`config.mk`:
```
export PLATFORM = sky130hd
export DESIGN_NAME = event_encoder8to3
export DESIGN_NICKNAME = d
export VERILOG_FILES = /design/src/rtl/event_encoder8to3.sv
export SDC_FILE = /design/constraint.sdc
export NUM_CORES = 1
export LEC_CHECK = 0
export ABC_AREA = 0
export CAP_MARGIN = 25
export CORE_MARGIN = 3
export CORE_UTILIZATION = 55
export DETAILED_ROUTE_END_ITERATION = 6
export PLACE_DENSITY = 0.86
export RECOVER_POWER = 100
export SYNTH_ARGS = -nofsm -noshare
export SYNTH_HDL_FRONTEND = slang
export SYNTH_SLANG_ARGS = --single-unit
export TNS_END_PERCENT = 10
```
`constraint.sdc`:
```
create_clock -name clk -period 8.9 [get_ports clk]
set_input_delay 0.89 -clock clk [delete_from_list [all_inputs] [get_ports clk]]
set_output_delay 0.89 -clock clk [all_outputs]
set_load 0.005 [all_outputs]
```
`src/rtl/event_encoder8to3.sv`:
```
// rtl/event_encoder8to3.sv - 8-line event collector serving pending events as 3-bit codes (optional ROUND_ROBIN_EN)
module event_encoder8to3 #(
    parameter int EDGE_MODE = 1
) (
    input  logic       clk,
    input  logic       rst,
    input  logic [7:0] req,
    output logic [2:0] code,
    output logic       code_valid,
    input  logic       code_ready,
    output logic [3:0] pend_cnt,
    output logic       overflow
);

    typedef enum logic {IDLE, PRESENT} state_t;

    state_t     state;
    state_t     state_next;
    logic [7:0] pending;
    logic [7:0] pending_next;
    logic [7:0] req_q;
    logic [7:0] ev;
    logic [7:0] grant;
    logic [2:0] sel_idx;
    logic       sel_found;
    logic [2:0] code_next;
    logic       valid_next;

    function automatic logic [3:0] popcount8(input logic [7:0] v);
        logic [3:0] n;
        n = 4'd0;
        for (int i = 0; i < 8; i++) begin
            n = n + {3'd0, v[i]};
        end
        return n;
    endfunction

    // In edge mode only a 0->1 transition is an event; level mode treats every high cycle as one.
    assign ev = (EDGE_MODE != 0) ? (req & ~req_q) : req;

    // A bit being granted is cleared, but a fresh event on the same bit re-pends it.
    assign pending_next = (pending & ~grant) | ev;

    assign sel_found = |pending;

`ifdef ROUND_ROBIN_EN
    logic [2:0] last_grant;
    logic [2:0] search_start;
    logic [2:0] probe;

    assign search_start = last_grant + 3'd1;

    // Rotating search: scan from the bit after the last grant; descending loop lets the nearest bit win.
    always_comb begin
        sel_idx = 3'd0;
        probe   = 3'd0;
        for (int k = 7; k >= 0; k--) begin
            probe = search_start + 3'(k);
            if (pending[probe]) begin
                sel_idx = probe;
            end
        end
    end

    // Remember the most recent grant so the next search starts just past it.
    always_ff @(posedge clk) begin
        if (rst) begin
            last_grant <= 3'd7;
        end else if (|grant) begin
            last_grant <= sel_idx;
        end
    end
`else
    // Fixed priority: bit 0 highest; descending loop lets the lowest set bit win.
    always_comb begin
        sel_idx = 3'd0;
        for (int i = 7; i >= 0; i--) begin
            if (pending[i]) begin
                sel_idx = 3'(i);
            end
        end
    end
`endif

    // Next-state, grant and output-register decode for the IDLE/PRESENT handshake.
    always_comb begin
        state_next = state;
        code_next  = code;
        valid_next = code_valid;
        grant      = 8'd0;
        case (state)
            IDLE: begin
                if (sel_found) begin
                    grant      = 8'd1 << sel_idx;
                    code_next  = sel_idx;
                    valid_next = 1'b1;
                    state_next = PRESENT;
                end
            end
            PRESENT: begin
                if (code_valid && code_ready) begin
                    if (sel_found) begin
                        grant      = 8'd1 << sel_idx;
                        code_next  = sel_idx;
                    end else begin
                        valid_next = 1'b0;
                        state_next = IDLE;
                    end
                end
            end
            default: state_next = IDLE;
        endcase
    end

    // Register state, outputs and the pending set; reset drops everything in flight.
    always_ff @(posedge clk) begin
        if (rst) begin
            state      <= IDLE;
            pending    <= 8'd0;
            req_q      <= 8'd0;
            code       <= 3'd0;
            code_valid <= 1'b0;
            overflow   <= 1'b0;
            pend_cnt   <= 4'd0;
        end else begin
            state      <= state_next;
            pending    <= pending_next;
            req_q      <= req;
            code       <= code_next;
            code_valid <= valid_next;
            overflow   <= |(ev & pending & ~grant);
            pend_cnt   <= popcount8(pending_next);
        end
    end

endmodule

```
==> results.ini, run 1 <==
[sta]
setup_viol = 0
timing.final.crit_share = 0.531
skew_ns = 0.00215
maxSlewHeadroom = 0.391
finalHoldViolCount = 0
fin_ws_ns = 4.17
timing.final.max_slew_violations = 0
tns_ns = 0
worst_slew_pin_slew_ns = 0.910
period_minus_slack_ns = 4.73
max_freq_mhz = 212
rsz0062_at_grt = false

[yosys]
synth_cells = 126
async_flop_share = 0
synth_cell_types = 40
yosys_warnings = 0
syn_nets = 144
ys_seq_area_frac = 0.433
syn_area_sq_um = 1200
synth_seq_cells = 26
synth_edf_count = 0
avgSynthCellArea_sq_um = 9.53
synthFlopType = dfxtp_1

[final_layout]
drive_gt1_frac = 0.0544
design_area_sq_um = 1440
final_nets = 166
syn_to_final_growth_pct = 20.1
antennaDiodeCount = 0

[detailed_routing]
drt_iter0_drc = 13
detail_route.wl_per_cell_um = 13.3
route.detailed.drc = 0
ant_nets = 0
vias = 1003
dr.pass1.iters = 4
via_per_inst = 5.76
drt_wl_total_um = 2320

[cts]
clock_latency_ns = 0.32
cts_resized = 0
cts-htree-levels = 1
clkSinkCount = 26
cts_hold_buffers = 0
postCtsSetupBuffers = 0
clk_pin_slew_ns = 0.13
cts_root_buf = clkbuf_4
cts_buffers = 3
cts_tree = done
cts_buffer_depth = 2

[critical_path]
worstPathCellList = dlygate4sd3_1, a21boi_0, or3_1, o21ai_0, a21boi_0, fa_1, fa_1, fa_1, inv_1, ha_1, inv_1, fa_1, xor2_1, nor2_1
crit_buf_inv = 3
cp-start-kind = input pin
cp_top_family = adder cells
cpMostUsedCell = fa_1
critPathMaxStageDelay_ns = 0.57
crit-reg2reg-launch = code_valid
crit_arrival_ns = 4.92
critical_path.slowest_cell = dlygate4sd3_1
cp_max_fo = 5
crit_type = in -> reg
cp-end-kind = flip-flop
startpoint = code_ready
critPathRequiredTime_ns = 9.09

[floorplan]
placementRows = 16
fp.coreArea_sq_um = 2020
dieArea_sq_um = 2780
io_pins = 20
die_h_um = 52.7
die_width_um = 52.7
initial_core_util = 0.594

[placement]
post-dp-hpwl_um = 1800
dpl_worst_slack_ns = 4.06
dpl_cell_area_sq_um = 1410
place_congestion = 0.892
numPortBuffers = 19

[global_route]
grt_start_max_net_pins = 27
grt_pass1_vias = 1008
grt_usage = 0.205
grt_pass1_wl_um = 4110
antenna_found_initial = 0
overflow = 0

[hold_path]
min_path_type = reg -> reg
holdCritStartpoint = code[2]

[power_and_ir_drop]
powerDensity_nw_per_um2 = 198
ir_worst_vdd_mv = 0.144
power.total_uw = 286
p_leak_uw = 0.000601

[run]
max-cap-violations = 0

[outcome]
status = finished, final reports clean

## cells in the mapped netlist (all sizes together) (2+ instances only)
cell type	number	area, sq um
dfxtp	26	521
a21oi	6	30.0
a21boi	2	18.8
nor2	21	81.3
nor2b	17	106
nand2b	2	12.5
inv	9	33.8
ha	3	37.5
o21ai	6	30.0
fa	4	80.1
a31oi	2	12.5
and2	2	12.5
## layout make-up
| cell class | instances | area (sq um) |
|---|---|---|
| timing repair buffer | 19 | 190 |
| clock buffer | 4 | 36.3 |
| tap | 27 | 33.8 |
| fill | 153 | 579 |
| multi-input combinational | 89 | 628 |
| sequential | 26 | 520 |
| inverter | 9 | 33.8 |
## sequential cells by signal, summed over array words and instances (netlist names)
| name | count |
|---|---|
| code | 3 |
| code_valid | 1 |
| overflow | 1 |
| pend_cnt | 4 |
| pending | 8 |
| req_q | 8 |
| state | 1 |
## final timing paths
path / end / cells past startpoint / slack [ns]
max: pend_cnt[2] / 14 / 4.17
min: code[2] / 2 / 0.49
max reg2reg: pend_cnt[2] / 13 / 4.90
min reg2reg: code[2] / 2 / 0.49
## kinds of logic after synthesis
family,count (synthesis),synth area share
mux,1,0.00833
fa+ha+maj,7,0.0979
xor+xnor,1,0.00729
compound gates,27,0.154
buf+inv,11,0.0406
simple gates,53,0.258
flops,26,0.433
## cell usage in the layout, fill, tap and decap left out, types with 2 or more instances in the layout
master / count
a21boi_0: 2
a21oi_1: 6
a31oi_1: 2
and2_1: 2
clkbuf_4: 3
clkdlybuf4s50_1: 8
dfxtp_1: 26
dlygate4sd3_1: 11
fa_1: 4
ha_1: 3
inv_1: 9
nand2b_1: 2
nor2_1: 20
nor2b_1: 17
o21ai_0: 6
## where the power goes
part           internal [uW]  total [uW]  switching [uW]
Sequential               130         138            7.89
Combinational           46.0        88.5            42.5
Clock                   25.0        58.9            33.9
## metrics by stage
stage / util / cells / hold slack, ns
detailed placement: 0.697 / 170 / 0.476
CTS: 0.715 / 174 / 0.494
global route: 0.713 / 174 / 0.531
finish: 0.713 / 174 / 0.490
floorplan: - / 126 / 0.453
global placement: 0.697 / 170 / 0.463
## tightest hold or removal path: cells and delay by family (launching register included)
| kind | cells | cell delay (ns) |
|---|---|---|
| AO/OA/AOI/OAI | 2 | 0.13 |
| flip-flops | 1 | 0.33 |
## metal layers
metal	up-vias	GRT usage	wire length, um
met3	7	0.0427	115
met4	0	0.106	63
met2	36	0.366	1220
met5	-	0	0
li1	476	-	-
met1	484	0.224	924
No activity file was read; power rests on OpenSTA's default activity.
==> inputs of run 2 (changes only) <==
--- a/config.mk
+++ b/config.mk
@@ -8,9 +8,9 @@
 export ABC_AREA = 0
 export CAP_MARGIN = 25
 export CORE_MARGIN = 3
-export CORE_UTILIZATION = 55
+export CORE_UTILIZATION = 46
 export DETAILED_ROUTE_END_ITERATION = 6
-export PLACE_DENSITY = 0.86
+export PLACE_DENSITY = 0.77
 export RECOVER_POWER = 100
 export SYNTH_ARGS = -nofsm -noshare
 export SYNTH_HDL_FRONTEND = slang
==> constraint.sdc (replaced) <==
create_clock -name clk -period 3.9 [get_ports clk]
set_input_delay 0.39 -clock clk [delete_from_list [all_inputs] [get_ports clk]]
set_output_delay 0.39 -clock clk [all_outputs]
set_load 0.005 [all_outputs]
==> results.ini, run 2 (synthesis results as in run 1) <==
[critical_path]
cp_max_fo = 5  ; unchanged
cp-start-kind = input pin
crit_type = in -> reg
crit_arrival_ns = 3.94  ; -0.98 ns
cpMostUsedCell = fa_1
ff2ff_path_depth = 13  ; unchanged
worstPathCellList = clkdlybuf4s50_1, a21boi_2, or3_1, o21ai_0, a21boi_2, fa_1, fa_1, fa_1, inv_1, ha_1, inv_1, fa_1, xor2_1, nor2_1
critical_path.slowest_cell = clkdlybuf4s50_1
crit-reg2reg-launch = state
worstSetupEndpoint = pend_cnt[2]
cp-end-kind = flip-flop
r2r_slack_ns = 0.28  ; -4.62 ns
critPathMaxStageDelay_ns = 0.50  ; -0.07 ns
critPathRequiredTime_ns = 4.09  ; -5.00 ns
startpoint = code_ready
r2r_end = pend_cnt[2]

[cts]
cts-htree-levels = 1  ; unchanged
clkSinkCount = 26  ; unchanged
cts_hold_buffers = 0  ; unchanged
postCtsSetupBuffers = 0  ; unchanged
cts_buffer_depth = 2  ; unchanged
clock_latency_ns = 0.32  ; about the same
cts_resized = 1  ; +1
cts_buffers = 3  ; unchanged
clk_pin_slew_ns = 0.13  ; about the same
cts_root_buf = clkbuf_4
cts_tree = done

[sta]
setup_viol = 0  ; unchanged
skew_ns = 0.00203  ; -0.000122 ns
fin_ws_ns = 0.152  ; -4.02 ns
timing.final.max_slew_violations = 0  ; unchanged
rsz0062_at_grt = false
timing.final.crit_share = 0.961
period_minus_slack_ns = 3.75
maxSlewHeadroom = 0.286  ; -0.105
worst_slew_pin_slew_ns = 1.06  ; +0.146 ns
max_freq_mhz = 267
finalHoldViolCount = 0  ; unchanged

[power_and_ir_drop]
p_leak_uw = 0.000598  ; -0.48%
power.total_uw = 627  ; +120%
ir_worst_vdd_mv = 0.252  ; +75%
powerDensity_nw_per_um2 = 437  ; +120%

[floorplan]
io_pins = 20  ; unchanged
placementRows = 17  ; +1
dieArea_sq_um = 3260  ; +17%
fp.coreArea_sq_um = 2340  ; +16%
initial_core_util = 0.513  ; -0.0807
die_h_um = 57.1  ; +8.3%
die_width_um = 57.1  ; +8.3%

[global_route]
met3_usage = 0.0475  ; +0.00478
grt_usage = 0.156  ; -0.0491
grt_pass1_vias = 914  ; -9.3%
antenna_found_initial = 0  ; unchanged
grt_start_max_net_pins = 27  ; unchanged
met1_usage = 0.194  ; -0.0301
overflow = 0  ; unchanged
grt_pass1_wl_um = 4000  ; -2.5%
busiest_layer = met2
grtUsageMet2 = 0.268  ; -0.0982

[detailed_routing]
detail_route.wl_per_cell_um = 12.9  ; -3.0%
drt_iter0_drc = 13  ; unchanged
drt_wl_total_um = 2290  ; -1.4%
vias = 934  ; -6.9%
ant_nets = 0  ; unchanged
dr.pass1.iters = 4  ; unchanged
via_per_inst = 5.28  ; -8.5%
route.detailed.drc = 0  ; unchanged

[placement]
place_congestion = 0.818  ; -8.3%
numPortBuffers = 19  ; unchanged
dpl_worst_slack_ns = -0.321  ; -4.38 ns
post-dp-hpwl_um = 1770  ; -2.0%
dp.cells = 174  ; +2.4%

[final_layout]
drive_gt1_frac = 0.0671  ; +0.0127
final_common_cell = dfxtp_1
syn_to_final_growth_pct = 19.5
reg_top3 = pending x8, req_q x8, pend_cnt x4
layout.cells.non_filler = 177  ; +1.7%
final_cell_mix = 26 x dfxtp_1, 20 x nor2_1, 17 x nor2b_1
num-fill-cells = 211  ; +38%
fin_util = 0.613  ; -0.100
final_nets = 169  ; +1.8%
antennaDiodeCount = 0  ; unchanged

[hold_path]
min_path_type = reg -> reg

[run]
max-cap-violations = 0  ; unchanged

[outcome]
status = finished, final reports clean

-- run 2: cell types whose count changed in the layout (fill, tap and decap cells not counted), sizes merged --
cell           delta
clkdlybuf4s50     +1
dlygate4sd3       -1
clkbuf            -1
buf               +3
-- run 2: metal layers --
| layer | vias to the layer above | wire, um |
|---|---|---|
| met4 | 0 | 23 |
| met2 | 17 | 1100 |
| met5 | - | 0 |
| met1 | 431 | 1090 |
| met3 | 4 | 77 |
| li1 | 482 | - |
-- run 2: area by class of cell --
type / instances / area (sq um) / share of cell area
Inverter: 9 / 33.8 / 0.0235
Timing Repair Buffer: 22 / 213 / 0.148
Multi-Input combinational cell: 89 / 611 / 0.425
Clock buffer: 3 / 22.5 / 0.0157
Tap cell: 28 / 35.0 / 0.0244
Sequential cell: 26 / 520 / 0.363
-- run 2: worst min path at each step --
stage	to	cells past startpoint	slack [ns]	start
floorplan	code_valid	1	0.45	state
global placement	code_valid	1	0.46	state
detailed placement	code[2]	2	0.47	code[2]
CTS	code[2]	2	0.49	code[2]
global route	code[0]	2	0.51	code[0]
finish	code[2]	2	0.49	code[2]
-- run 2: power breakdown --
| group | internal (uW) | switching, uW |
|---|---|---|
| clock | 36.2 | 75.2 |
| sequential | 298 | 17.3 |
| combinational | 106 | 94.1 |
-- run 2: critical path, delay by kind of cell --
family	cells	cell delay (ns)
xor gates and xnor gates	1	0.16
AOI/OAI and AO/OA	3	0.44
and+or+nand+nor	2	0.38
adders and majority gates	5	1.95
buffers and inverters	3	0.62
-- run 2: stage by stage --
step | TNS (ns) | cell area (sq um) | hold WS [ns]
after floorplan | 0 | 1200 | 0.453
after global placement | -0.525 | 1430 | 0.464
after detailed placement | -0.611 | 1430 | 0.474
after CTS | 0 | 1460 | 0.493
after global routing | 0 | 1440 | 0.512
final | 0 | 1440 | 0.485
